## src/rtl/config_pkg.sv

```systemverilog
// Minimal core-configuration package: the configuration record handed down
// from the core top, plus the empty configuration used as a parameter default.
package config_pkg;

    typedef struct packed {
        logic [31:0] XLEN;
    } cva6_cfg_t;

    localparam cva6_cfg_t cva6_cfg_empty = '{XLEN: 32'd0};

endpackage

```

## src/rtl/decode_issue_queue_pkg.sv

```systemverilog
// Shared constants and sizing helpers for the decode-to-issue queue.
package decode_issue_queue_pkg;

    localparam int unsigned INSTR_W = 32;

    // Occupancy must represent DEPTH itself, hence one bit beyond the pointer.
    function automatic int unsigned dq_cnt_width(input int unsigned depth);
        return $clog2(depth) + 1;
    endfunction

endpackage

```

## src/rtl/decode_issue_queue.sv

```systemverilog
// Decoded-instruction FIFO between ID and issue: buffers up to DEPTH decoded
// entries and presents the oldest one to the issue stage as valid/ack.
module decode_issue_queue
    import decode_issue_queue_pkg::*;
#(
    parameter config_pkg::cva6_cfg_t CVA6Cfg = config_pkg::cva6_cfg_empty,
    parameter type scoreboard_entry_t = logic,
    parameter int unsigned DEPTH = 2
) (
    input  logic                               clk_i,
    input  logic                               rst_ni,
    input  logic                               flush_i,
    input  logic                               dec_valid_i,
    output logic                               dec_ready_o,
    input  scoreboard_entry_t                  dec_entry_i,
    input  logic [INSTR_W-1:0]                 dec_orig_instr_i,
    input  logic                               dec_is_ctrl_flow_i,
    output logic                               issue_valid_o,
    output scoreboard_entry_t                  issue_entry_o,
    output logic [INSTR_W-1:0]                 issue_orig_instr_o,
    output logic                               issue_is_ctrl_flow_o,
    input  logic                               issue_ack_i,
    output logic [dq_cnt_width(DEPTH)-1:0]     count_o
);

    localparam int unsigned PtrW = $clog2(DEPTH);
    localparam int unsigned CntW = dq_cnt_width(DEPTH);

    typedef struct packed {
        scoreboard_entry_t    entry;
        logic [INSTR_W-1:0]   orig_instr;
        logic                 ctrl_flow;
    } slot_t;

    // No configuration field changes this queue; it is carried for parity with the issue stage.
    if (CVA6Cfg.XLEN != 32'd0) begin : g_cfg_present
    end

    slot_t           mem_q [DEPTH];
    logic [PtrW-1:0] rd_ptr_q, rd_ptr_d;
    logic [PtrW-1:0] wr_ptr_q, wr_ptr_d;
    logic [CntW-1:0] count_q, count_d;
    logic            full_s;
    logic            empty_s;
    logic            push_s;
    logic            pop_s;

    // Readiness comes only from registered occupancy, so a full queue refuses a push even while popping.
    assign full_s  = (count_q == CntW'(DEPTH));
    assign empty_s = (count_q == {CntW{1'b0}});
    assign push_s  = dec_valid_i & ~full_s & ~flush_i;
    assign pop_s   = ~empty_s & issue_ack_i & ~flush_i;

    assign dec_ready_o          = ~full_s;
    assign issue_valid_o        = ~empty_s;
    assign issue_entry_o        = mem_q[rd_ptr_q].entry;
    assign issue_orig_instr_o   = mem_q[rd_ptr_q].orig_instr;
    assign issue_is_ctrl_flow_o = mem_q[rd_ptr_q].ctrl_flow;
    assign count_o              = count_q;

    // Next-state for pointers and occupancy; flush overrides push and pop.
    always_comb begin
        rd_ptr_d = rd_ptr_q;
        wr_ptr_d = wr_ptr_q;
        count_d  = count_q;
        if (flush_i) begin
            rd_ptr_d = {PtrW{1'b0}};
            wr_ptr_d = {PtrW{1'b0}};
            count_d  = {CntW{1'b0}};
        end else begin
            wr_ptr_d = push_s ? (wr_ptr_q + PtrW'(1)) : wr_ptr_q;
            rd_ptr_d = pop_s  ? (rd_ptr_q + PtrW'(1)) : rd_ptr_q;
            case ({push_s, pop_s})
                2'b10:   count_d = count_q + CntW'(1);
                2'b01:   count_d = count_q - CntW'(1);
                default: count_d = count_q;
            endcase
        end
    end

    // Pointer and occupancy registers.
    always_ff @(posedge clk_i or negedge rst_ni) begin
        if (!rst_ni) begin
            rd_ptr_q <= {PtrW{1'b0}};
            wr_ptr_q <= {PtrW{1'b0}};
            count_q  <= {CntW{1'b0}};
        end else begin
            rd_ptr_q <= rd_ptr_d;
            wr_ptr_q <= wr_ptr_d;
            count_q  <= count_d;
        end
    end

    // Payload storage is deliberately unreset; validity is tracked by the count alone.
    always_ff @(posedge clk_i) begin
        if (push_s) begin
            mem_q[wr_ptr_q] <= '{entry:      dec_entry_i,
                                 orig_instr: dec_orig_instr_i,
                                 ctrl_flow:  dec_is_ctrl_flow_i};
        end
    end

endmodule

```

## config.mk

```make
export PLATFORM = sky130hd
export DESIGN_NAME = decode_issue_queue
export DESIGN_NICKNAME = d
export VERILOG_FILES = /design/src/rtl/config_pkg.sv /design/src/rtl/decode_issue_queue_pkg.sv /design/src/rtl/decode_issue_queue.sv
export SDC_FILE = /design/constraint.sdc
export NUM_CORES = 1
export LEC_CHECK = 0
export ABC_AREA = 1
export BUFFER_PORTS_ARGS = -buffer_cell sky130_fd_sc_hd__clkbuf_2
export CAP_MARGIN = 40
export CORE_ASPECT_RATIO = 1.2
export CORE_UTILIZATION = 40
export CTS_CLUSTER_DIAMETER = 40
export CTS_CLUSTER_SIZE = 24
export DETAILED_ROUTE_END_ITERATION = 6
export PLACE_DENSITY = 0.77
export SYNTH_ARGS = -nofsm -noshare
export SYNTH_HDL_FRONTEND = slang
export SYNTH_SLANG_ARGS = --single-unit
```

## constraint.sdc

```tcl
create_clock -name clk_i -period 3.4 [get_ports clk_i]
set_input_delay 0.17 -clock clk_i [delete_from_list [all_inputs] [get_ports clk_i]]
set_output_delay 0.17 -clock clk_i [all_outputs]
set_load 0.01 [all_outputs]
```

==> results of run 1 <==
power by group through the flow:
stage | registers (mW) | clock network, mW | logic (mW)
finish | 1.09 | 0.702 | 0.570
global route | 1.10 | 0.749 | 0.646
CTS | 1.09 | 0.720 | 0.585
detailed placement | 1.11 | 0 | 0.581
global placement | 1.11 | 0 | 0.571
floorplan | 1.11 | 0 | 0.346
state kept, by name (all words and copies together) (netlist names):
signal and count:
count_o 2, rd_ptr_q 1, wr_ptr_q 1, mem_q 68
cells by family after synthesis:
group	share of synthesized area, %
compound gates	0.864
buf+inv	2.41
flops	77.9
simple gates	18.9
synthesized netlist by cell type, drive strengths merged:
library cell    n
nand3           2
nand3b          1
nand2         120
nor3            1
edfxtp         68
inv             9
dfrtp           4
clkbuf          2
buf             5
nor2            3
o21ai           2
a21oi           2
routing by layer:
metal	vias to the layer above	track usage [%]	routed length (um)
li1	895	-	-
met1	819	17.0	2010
met2	49	25.6	2580
met3	6	4.24	251
met4	0	9.91	74
met5	-	0	0
final cells by class:
cell class / instances / area (um2) / share of cell area [%]
clock inverter: 7 / 86.3 / 2.50
clock buffer: 9 / 124 / 3.58
sequential: 72 / 2140 / 61.9
inverter: 9 / 33.8 / 0.976
timing repair buffer: 80 / 413 / 11.9
multi-input combinational: 131 / 554 / 16.0
tap: 85 / 106 / 3.07
critical path, cell delays in order (launching register included):
cell,delay [ns]
dfrtp_1,0.42
inv_2,0.09
nand2_4,0.08
nand2_4,0.07
nor3_4,0.58
buf_4,0.39
worst paths after layout:
kind | to | depth (start not counted) | slack, ns | from
worst max-delay path | mem_q[1][21]$_DFFE_PP_ | 5 | 1.45 | count_o[0]$_DFFE_PN0P_
worst min-delay path | mem_q[0][10]$_DFFE_PP_ | 1 | 0.02 | dec_orig_instr_i[9]
worst max register to register | mem_q[1][21]$_DFFE_PP_ | 5 | 1.45 | count_o[0]$_DFFE_PN0P_
worst min register to register | wr_ptr_q$_DFFE_PN0P_ | 2 | 0.59 | wr_ptr_q$_DFFE_PN0P_
max in group asynchronous | rd_ptr_q$_DFFE_PN0P_ | 2 | 3.10 | rst_ni
min in group asynchronous | wr_ptr_q$_DFFE_PN0P_ | 2 | 0.17 | rst_ni
what timing repair did:
item / 4_1_cts / 5_1_grt
setup buffers: 0 / 0
endpoints found under the hold margin: 4 / 0
hold buffers: 1 / 0
setup endpoints to repair: 0 / 0
==> metrics, run 1 <==
part of the total power dissipated in combinational logic=24.1%; switching pwr=0.702 mW; Pre-antenna DRT Iters=4; maximum VDD drop=0.000374 V; post-CTS sizing=0; antenna cells=0; Setup Crit Path Kind=reg2reg; fraction of final layout cells with drive strength greater than 1=34.7%; residual antenna-violating net count after detailed routing=0; die boundary width=77.7 um; highest achievable clock rate=0.512 GHz; number of input and output port buffers inserted=76; number of antenna violations at the first check in global routing=0; unrepaired setup endpoints after global routing=false; worst max-slew margin expressed relative to the limit=50.1%; maximum fanout along the worst path=20; HPWL after DPL=3250 um; biggest area contributors in the synthesized netlist=edfxtp_1, nand2_1, dfrtp_1, buf_2, nand2_2; final std cell area, no fill=3460 um2; Yosys reg bits=72; Final Wtd Congestion=0.687; Clock Latency Late Sink=0.33 ns; starting utilization of the core area=42.2%; Final Max Tran Viols=0; run status=finished clean; wire length of the first global-routing pass=8090 um; Leakage=1.54 nW; violation count after the first detailed-routing iteration=72; arrival time of data at the critical path endpoint=1.98 ns; most frequent cells in the layout=nand2_1, clkbuf_2, edfxtp_1; fraction of synthesized cell area taken by the top area cell type=74.2%; deepest clock path buffer count=2; commonest non-fill, non-tap cell in the layout=nand2_1; Total Neg Setup Slack=0 ns; wire per inst=12.5 um; gate count after technology mapping=219; number of ports placed on the die boundary=77; crit end category=register; share of the cycle needed by the critical path after routing=57.4%; Switching Share=29.7%; clock edge transition at the registers on the reported setup and hold paths=0.07 ns; final setup violation count=0; share of the core filled with cells in the final layout=53.0%; Non-Filler Instances=393; power density of the placed cells=684 nW/um2; vertical extent of the die=92.9 um; drt via density=4.50; yosys warns=0; NumNets Final=342; share of power burned in the clock network=29.7%; deepest level of the CTS H-tree=3; total power consumption of the routed design=2.37 mW; number of vias after detailed routing=1,769; proportion of synthesized chip area in sequential cells=77.9%; total routing usage reported by global routing=15.3%; TritonCTS sink count=72; die area=7220 um2; cell-internal power=1.67 mW; sequential cell fraction of total power=46.3%; vias in the first global route=1,812; TritonCTS clock tree=built; WP data required=3.42 ns; crit start category=register; cell area after technology mapping=2750 um2; Std-Cell Rows=32; mean post-synth cell area=12.6 um2; post-route worst setup slack=1.45 ns; number of buffers added by the clock tree synthesis step=9; worst-margin pin slew=0.746 ns; classification of the worst-slack hold path=in2reg; synth-to-layout area growth=25.7%; largest net degree at the start of global routing=37; Max Cap Viol=0; post-route DRC violation count=0; number of distinct library cells after synthesis=16; clock skew=0.00641 ns; Placed Cells incl. Taps=376; fill count=573; worst setup slack after placement=1.40 ns; cell type with the highest aggregate area in the netlist=edfxtp_1; count of endpoints failing hold in the final timing report=0; Core ar.=6530 um2; final critical path time including I/O delays and setup=1.95 ns; instance area after placement=3240 um2; Fin Hold WS=0.0175 ns; Root Driver=clkbuf_8; Post-Synthesis Net Count=258; Total Routed Length=4910 um; Remaining Overflow, GRT=0
Note: power is estimated with default switching activity, not from simulation.
==> run 2: changes to the inputs <==
- PLACE_DENSITY: 0.77 -> 0.75
- clock period: 3.4 -> 2 ns (I/O delays scaled with it)
==> run 2 against run 1 <==
Die area stayed put. Final cell count increased by 8.7%. Sequential share of layout area decreased by 5.4 points. Flip-flop and latch count is the same. First-iteration DRC count fell by 25%. Critical endpoint is now issue_orig_instr_o[18].
==> metrics, run 2 (synthesis gave the netlist of run 1 again) <==
post-route worst setup slack=0.391 ns (was 1.45 ns); register-to-register setup slack=0.49 ns (was 1.45 ns); Hold Path Origin=issue_ack_i (was dec_orig_instr_i[9]); worst max-slew margin expressed relative to the limit=60.9% (was 50.1%); residual antenna-violating net count after detailed routing=0 (unchanged); number of antenna violations at the first check in global routing=0 (unchanged); deepest level of the CTS H-tree=3 (unchanged); Non-Filler Instances=427 (was 393); number of ports placed on the die boundary=77 (unchanged); starting utilization of the core area=42.2% (unchanged); final setup violation count=0 (unchanged); NumNets Final=377 (was 342); share of the cycle needed by the critical path after routing=80.4%; Core ar.=6530 um2 (unchanged); Leakage=1.67 nW (was 1.54 nW); die area=7220 um2 (unchanged); Highest Signal Layer=met4 (unchanged); share of the core filled with cells in the final layout=58.0% (was 53.0%); instance area after placement=3260 um2 (was 3240 um2); number of input and output port buffers inserted=76 (unchanged); number of flip-flops under the largest register name=68 (unchanged); final std cell area, no fill=3790 um2 (was 3460 um2); crit start category=register (unchanged); Std-Cell Rows=32 (unchanged); Final Max Tran Viols=0 (unchanged); WHS Path Cells=3 (was 1); crit path buf inv count=2 (unchanged); Placed Cells incl. Taps=377 (was 376); CP top delay family=buffers and inverters (was simple AND/OR/NAND/NOR gates); met1 wire length=1970 um (was 2010 um); Clock Latency Late Sink=0.34 ns (was 0.33 ns); Total Neg Setup Slack=0 ns (unchanged); synth-to-layout area growth=37.7% (was 25.7%); die boundary width=77.7 um (unchanged); fraction of final layout cells with drive strength greater than 1=31.0% (was 34.7%); worst setup slack after placement=0.483 ns (was 1.40 ns); TritonCTS clock tree=built (unchanged); most frequent cells in the layout=nand2_1, clkbuf_2, edfxtp_1 (unchanged); Setup Crit Path Kind=reg2out (was reg2reg); unrepaired setup endpoints after global routing=false (unchanged); HPWL after DPL=3220 um (was 3250 um); Root Driver=clkbuf_8 (unchanged); end of the worst register-to-register path=mem_q[0][16]$_DFFE_PP_ (was mem_q[1][21]$_DFFE_PP_); standard cell with the maximum stage delay on the critical path=inv_2 (was nor3_4); WP data required=1.90 ns (was 3.42 ns); final critical path time including I/O delays and setup=1.61 ns; antenna cells=0 (unchanged); highest achievable clock rate=0.622 GHz; arrival time of data at the critical path endpoint=1.51 ns (was 1.98 ns); vias in the first global route=1,838 (was 1,812); Pre-antenna DRT Iters=3 (was 4); Remaining Overflow, GRT=0 (unchanged); post-CTS setup repair buffer count=0 (unchanged); drt via density=4.40 (was 4.50); wire length of the first global-routing pass=7910 um (was 8090 um); wire per inst=11.9 um (was 12.5 um); total power consumption of the routed design=3.95 mW (was 2.37 mW); Fin Hold WS=0.0773 ns (was 0.0175 ns); sum of met3 wire segment lengths after detailed routing=195 um (was 251 um); Max Cap Viol=0 (unchanged); count of endpoints failing hold in the final timing report=0 (unchanged); met2 wirelength from detailed routing=2800 um (was 2580 um); number of vias after detailed routing=1,878 (was 1,769); TritonCTS sink count=72 (unchanged); Total Routed Length=5090 um (was 4910 um); path depth of the worst reg2reg path=7 (was 5); maximum VDD drop=0.000522 V (was 0.000374 V); classification of the worst-slack hold path=in2reg (unchanged); deepest clock path buffer count=2 (unchanged); commonest non-fill, non-tap cell in the layout=nand2_1 (unchanged); crit end category=primary output (was register); top register by number of flip-flops=mem_q (unchanged); clock edge transition at the registers on the reported setup and hold paths=0.06 ns (was 0.07 ns); power density of the placed cells=1040 nW/um2 (was 684 nW/um2); Final Wtd Congestion=0.789 (was 0.687); most frequent cell on the critical path=nand2_1 (was nand2_4); worst reg2reg path startpoint=count_o[0]$_DFFE_PN0P_ (unchanged); vertical extent of the die=92.9 um (unchanged); post-CTS sizing=0 (unchanged); run status=finished clean (unchanged); delay of the slowest critical-path stage=0.44 ns (was 0.58 ns); largest net degree at the start of global routing=37 (unchanged); capture endpoint of the worst hold path=rd_ptr_q$_DFFE_PN0P_ (was mem_q[0][10]$_DFFE_PP_); post-route DRC violation count=0 (unchanged); maximum fanout along the worst path=36 (was 20); total routing usage reported by global routing=15.0% (was 15.3%); number of buffers added by the clock tree synthesis step=9 (unchanged); clock skew=0.00841 ns (was 0.00641 ns); Cell Chain, Critical Path=inv_2 > nand2_1 > nand2_1 > clkbuf_2 (was inv_2 > nand2_4 > nand2_4 > nor3_4 > buf_4); worst-margin pin slew=0.585 ns (was 0.746 ns); violation count after the first detailed-routing iteration=54 (was 72)
==> run 2: worst max path at each step <==
stage | to | from | cells past startpoint | slack, ns
after floorplan | mem_q[1][0]$_DFFE_PP_ | count_o[0]$_DFFE_PN0P_ | 4 | 0.08
after global placement | mem_q[0][3]$_DFFE_PP_ | count_o[0]$_DFFE_PN0P_ | 7 | 0.55
after detailed placement | mem_q[0][0]$_DFFE_PP_ | count_o[0]$_DFFE_PN0P_ | 7 | 0.48
after CTS | issue_orig_instr_o[10] | rd_ptr_q$_DFFE_PN0P_ | 4 | 0.35
after global routing | issue_orig_instr_o[18] | rd_ptr_q$_DFFE_PN0P_ | 4 | 0.25
final | issue_orig_instr_o[18] | rd_ptr_q$_DFFE_PN0P_ | 4 | 0.39
==> run 2: worst register-to-register path, stage by stage (launching register included) <==
cell,delay [ns]
dfrtp_1,0.41
inv_2,0.08
nand2_4,0.08
nand2_4,0.08
nor2_1,0.09
nand2_1,0.07
inv_1,0.08
buf_4,0.30
==> run 2: where the power goes <==
part / total (mW) / internal [mW] / switching [mW]
Sequential: 1.86 / 1.81 / 0.0536
Combinational: 1.03 / 0.384 / 0.643
Clock: 1.06 / 0.564 / 0.494
Total: 3.95 / 2.75 / 1.19
==> run 2: layer usage <==
metal  global-route usage (%)  vias to the layer above
li1                         -                      965
met3                     3.25                       10
met1                     14.2                      855
met5                        0                        -
met4                     8.96                        0
met2                     29.0                       48
==> run 2: area by class of cell <==
| class | instances | area (um2) |
|---|---|---|
| Inverter | 9 | 33.8 |
| Clock inverter | 4 | 46.3 |
| Tap cell | 85 | 106 |
| Sequential cell | 72 | 2140 |
| Clock buffer | 11 | 131 |
| Timing Repair Buffer | 115 | 773 |
| Multi-Input combinational cell | 131 | 554 |
| Fill cell | 544 | 2740 |
==> run 2: timing repair <==
action	4_1_cts	5_1_grt
hold buffers	35	0
endpoints found under the hold margin	72	0
endpoints found under the setup margin	0	0
==> run 3: changes to the inputs <==
- PLACE_DENSITY: 0.75 -> 0.77
- clock period: 2 -> 1.4 ns (I/O delays scaled with it)
==> run 3 against run 2 <==
Die area is the same. Routed wire length increased by 8.2%. Clock skew down 0.0018 ns. Flip-flop and latch count stayed put. Global-route usage rose by 1.0 points. First-iteration DRC count is 80% higher. Critical path depth grew 1. Non-clock buffer count grew 8. Final cell count up 2.1%. Worst setup slack worse by 0.35 ns. Largest cell class unchanged. Highest routed layer unchanged.
==> metrics, run 3 (synthesis gave the netlist of run 1 again) <==
final critical path time including I/O delays and setup=1.36 ns; TritonCTS sink count=72 (unchanged); crit start category=register (unchanged); Total Neg Setup Slack=0 ns (unchanged); Hold Path Origin=issue_ack_i (unchanged); top register by number of flip-flops=mem_q (unchanged); WHS Path Cells=3 (unchanged); WP data required=1.33 ns (was 1.90 ns); number of buffers added by the clock tree synthesis step=9 (unchanged); final setup violation count=0 (unchanged); Leakage=1.73 nW (was 1.67 nW); Remaining Overflow, GRT=0 (unchanged); number of antenna violations at the first check in global routing=0 (unchanged); end of the worst register-to-register path=mem_q[0][33]$_DFFE_PP_ (was mem_q[0][16]$_DFFE_PP_); die boundary width=77.7 um (unchanged); Setup Crit Path Kind=reg2out (unchanged); HPWL after DPL=3510 um (was 3220 um); synth-to-layout area growth=47.1% (was 37.7%); maximum fanout along the worst path=8 (was 36); most frequent cells in the layout=nand2_1, edfxtp_1, clkbuf_2 (was nand2_1, clkbuf_2, edfxtp_1); fraction of final layout cells with drive strength greater than 1=40.5% (was 31.0%); Final Max Tran Viols=0 (unchanged); run status=finished clean (unchanged); Root Driver=clkbuf_8 (unchanged); final std cell area, no fill=4050 um2 (was 3790 um2); Std-Cell Rows=32 (unchanged); starting utilization of the core area=42.2% (unchanged); number of flip-flops under the largest register name=68 (unchanged); vias in the first global route=1,872 (was 1,838); clock edge transition at the registers on the reported setup and hold paths=0.07 ns (was 0.06 ns); total routing usage reported by global routing=16.0% (was 15.0%); unrepaired setup endpoints after global routing=true (was false); deepest level of the CTS H-tree=3 (unchanged); largest net degree at the start of global routing=35 (was 37); total power consumption of the routed design=6.12 mW (was 3.95 mW); deepest clock path buffer count=2 (unchanged); register-to-register setup slack=0.05 ns (was 0.49 ns); Total Routed Length=5510 um (was 5090 um); TritonCTS clock tree=built (unchanged); vertical extent of the die=92.9 um (unchanged); arrival time of data at the critical path endpoint=1.29 ns (was 1.51 ns); path depth of the worst reg2reg path=7 (unchanged); NumNets Final=385 (was 377); capture endpoint of the worst hold path=rd_ptr_q$_DFFE_PN0P_ (unchanged); share of the cycle needed by the critical path after routing=97.1%; most frequent cell on the critical path=nand2_1 (unchanged); Cell Chain, Critical Path=clkinv_4 > buf_8 > nand2_1 > nand2_1 > clkbuf_2 (was inv_2 > nand2_1 > nand2_1 > clkbuf_2); crit end category=primary output (unchanged); residual antenna-violating net count after detailed routing=0 (unchanged); number of ports placed on the die boundary=77 (unchanged); classification of the worst-slack hold path=in2reg (unchanged); worst max-slew margin expressed relative to the limit=86.1% (was 60.9%); instance area after placement=3320 um2 (was 3260 um2); highest achievable clock rate=0.736 GHz; standard cell with the maximum stage delay on the critical path=dfrtp_2 (was inv_2); delay of the slowest critical-path stage=0.44 ns (about the same); fill count=508 (was 544); post-route DRC violation count=0 (unchanged); worst-margin pin slew=0.207 ns (was 0.585 ns); clock skew=0.00663 ns (was 0.00841 ns); commonest non-fill, non-tap cell in the layout=nand2_1 (unchanged); share of the core filled with cells in the final layout=62.0% (was 58.0%); Pre-antenna DRT Iters=4 (was 3); wire length of the first global-routing pass=8470 um (was 7910 um); CP top delay family=flip-flops (was buffers and inverters); Core ar.=6530 um2 (unchanged); count of endpoints failing hold in the final timing report=0 (unchanged); number of input and output port buffers inserted=76 (unchanged); Placed Cells incl. Taps=383 (was 377); wire per inst=12.6 um (was 11.9 um); antenna cells=0 (unchanged); Final Wtd Congestion=0.603 (was 0.789); power density of the placed cells=1510 nW/um2 (was 1040 nW/um2); crit path buf inv count=3 (was 2); number of vias after detailed routing=1,984 (was 1,878); Clock Latency Late Sink=0.34 ns (about the same); die area=7220 um2 (unchanged); maximum VDD drop=0.000652 V (was 0.000522 V); worst reg2reg path startpoint=count_o[0]$_DFFE_PN0P_ (unchanged); depth of the critical timing path with buffers and inverters included=5 (was 4); violation count after the first detailed-routing iteration=97 (was 54); Max Cap Viol=0 (unchanged); drt via density=4.55 (was 4.40); Non-Filler Instances=436 (was 427)
[run 3: layout make-up]
class | instances | area, um2 | area share (%)
well taps | 85 | 106 | 2.63
clock inverters | 6 | 67.6 | 1.67
clock buffers | 10 | 128 | 3.15
multi-input cells | 131 | 626 | 15.5
flip-flops and latches | 72 | 2150 | 53.0
inverters | 9 | 42.5 | 1.05
repair buffers | 123 | 931 | 23.0
[run 3: where the power goes]
part           switching, mW  internal [mW]
registers             0.0725           2.59
logic                   1.06          0.805
clock network          0.765          0.832
[run 3: through the flow]
step                      setup slack [ns]  hold WS [ns]
final                               0.0408        0.0418
after global routing               -0.0428        0.0670
after CTS                         -0.00618        0.0273
after detailed placement           0.00330        -0.112
after global placement              0.0408        -0.111
after floorplan                     -0.473        -0.226
[run 3: routing by layer]
metal  vias up  routed length [um]  GRT usage (%)
li1        983                   -              -
met1       923                2410           19.0
met2        65                2670           25.7
met3        13                 294           5.91
met4         0                 135           7.70
met5         -                   0              0
[run 3: timing repair]
item,4_1_cts,5_1_grt
setup buffers,2,0
pin swaps,0,6
gates resized for setup,8,55
endpoints found under the setup margin,60,68
hold buffers,35,0
hold endpoints to repair,72,0
[run 3: how the worst max path moves through the flow]
stage / start / slack, ns / end
2_1_floorplan: count_o[0]$_DFFE_PN0P_ / -0.47 / mem_q[1][0]$_DFFE_PP_
3_3_place_gp: count_o[1]$_DFFE_PN0P_ / 0.04 / mem_q[0][28]$_DFFE_PP_
3_5_place_dp: count_o[1]$_DFFE_PN0P_ / 0.003 / mem_q[0][28]$_DFFE_PP_
4_1_cts: rd_ptr_q$_DFFE_PN0P_ / -0.006 / issue_orig_instr_o[21]
5_1_grt: rd_ptr_q$_DFFE_PN0P_ / -0.04 / issue_orig_instr_o[6]
6_report: rd_ptr_q$_DFFE_PN0P_ / 0.04 / issue_orig_instr_o[6]
[run 3: worst register-to-register path: stages, from the launching register on]
cell        delay [ns]
dfrtp_2           0.37
inv_2             0.06
nand2_4           0.10
nand2_8           0.08
nor2_4            0.09
nand2_2           0.07
clkinvlp_4        0.10
buf_12            0.18
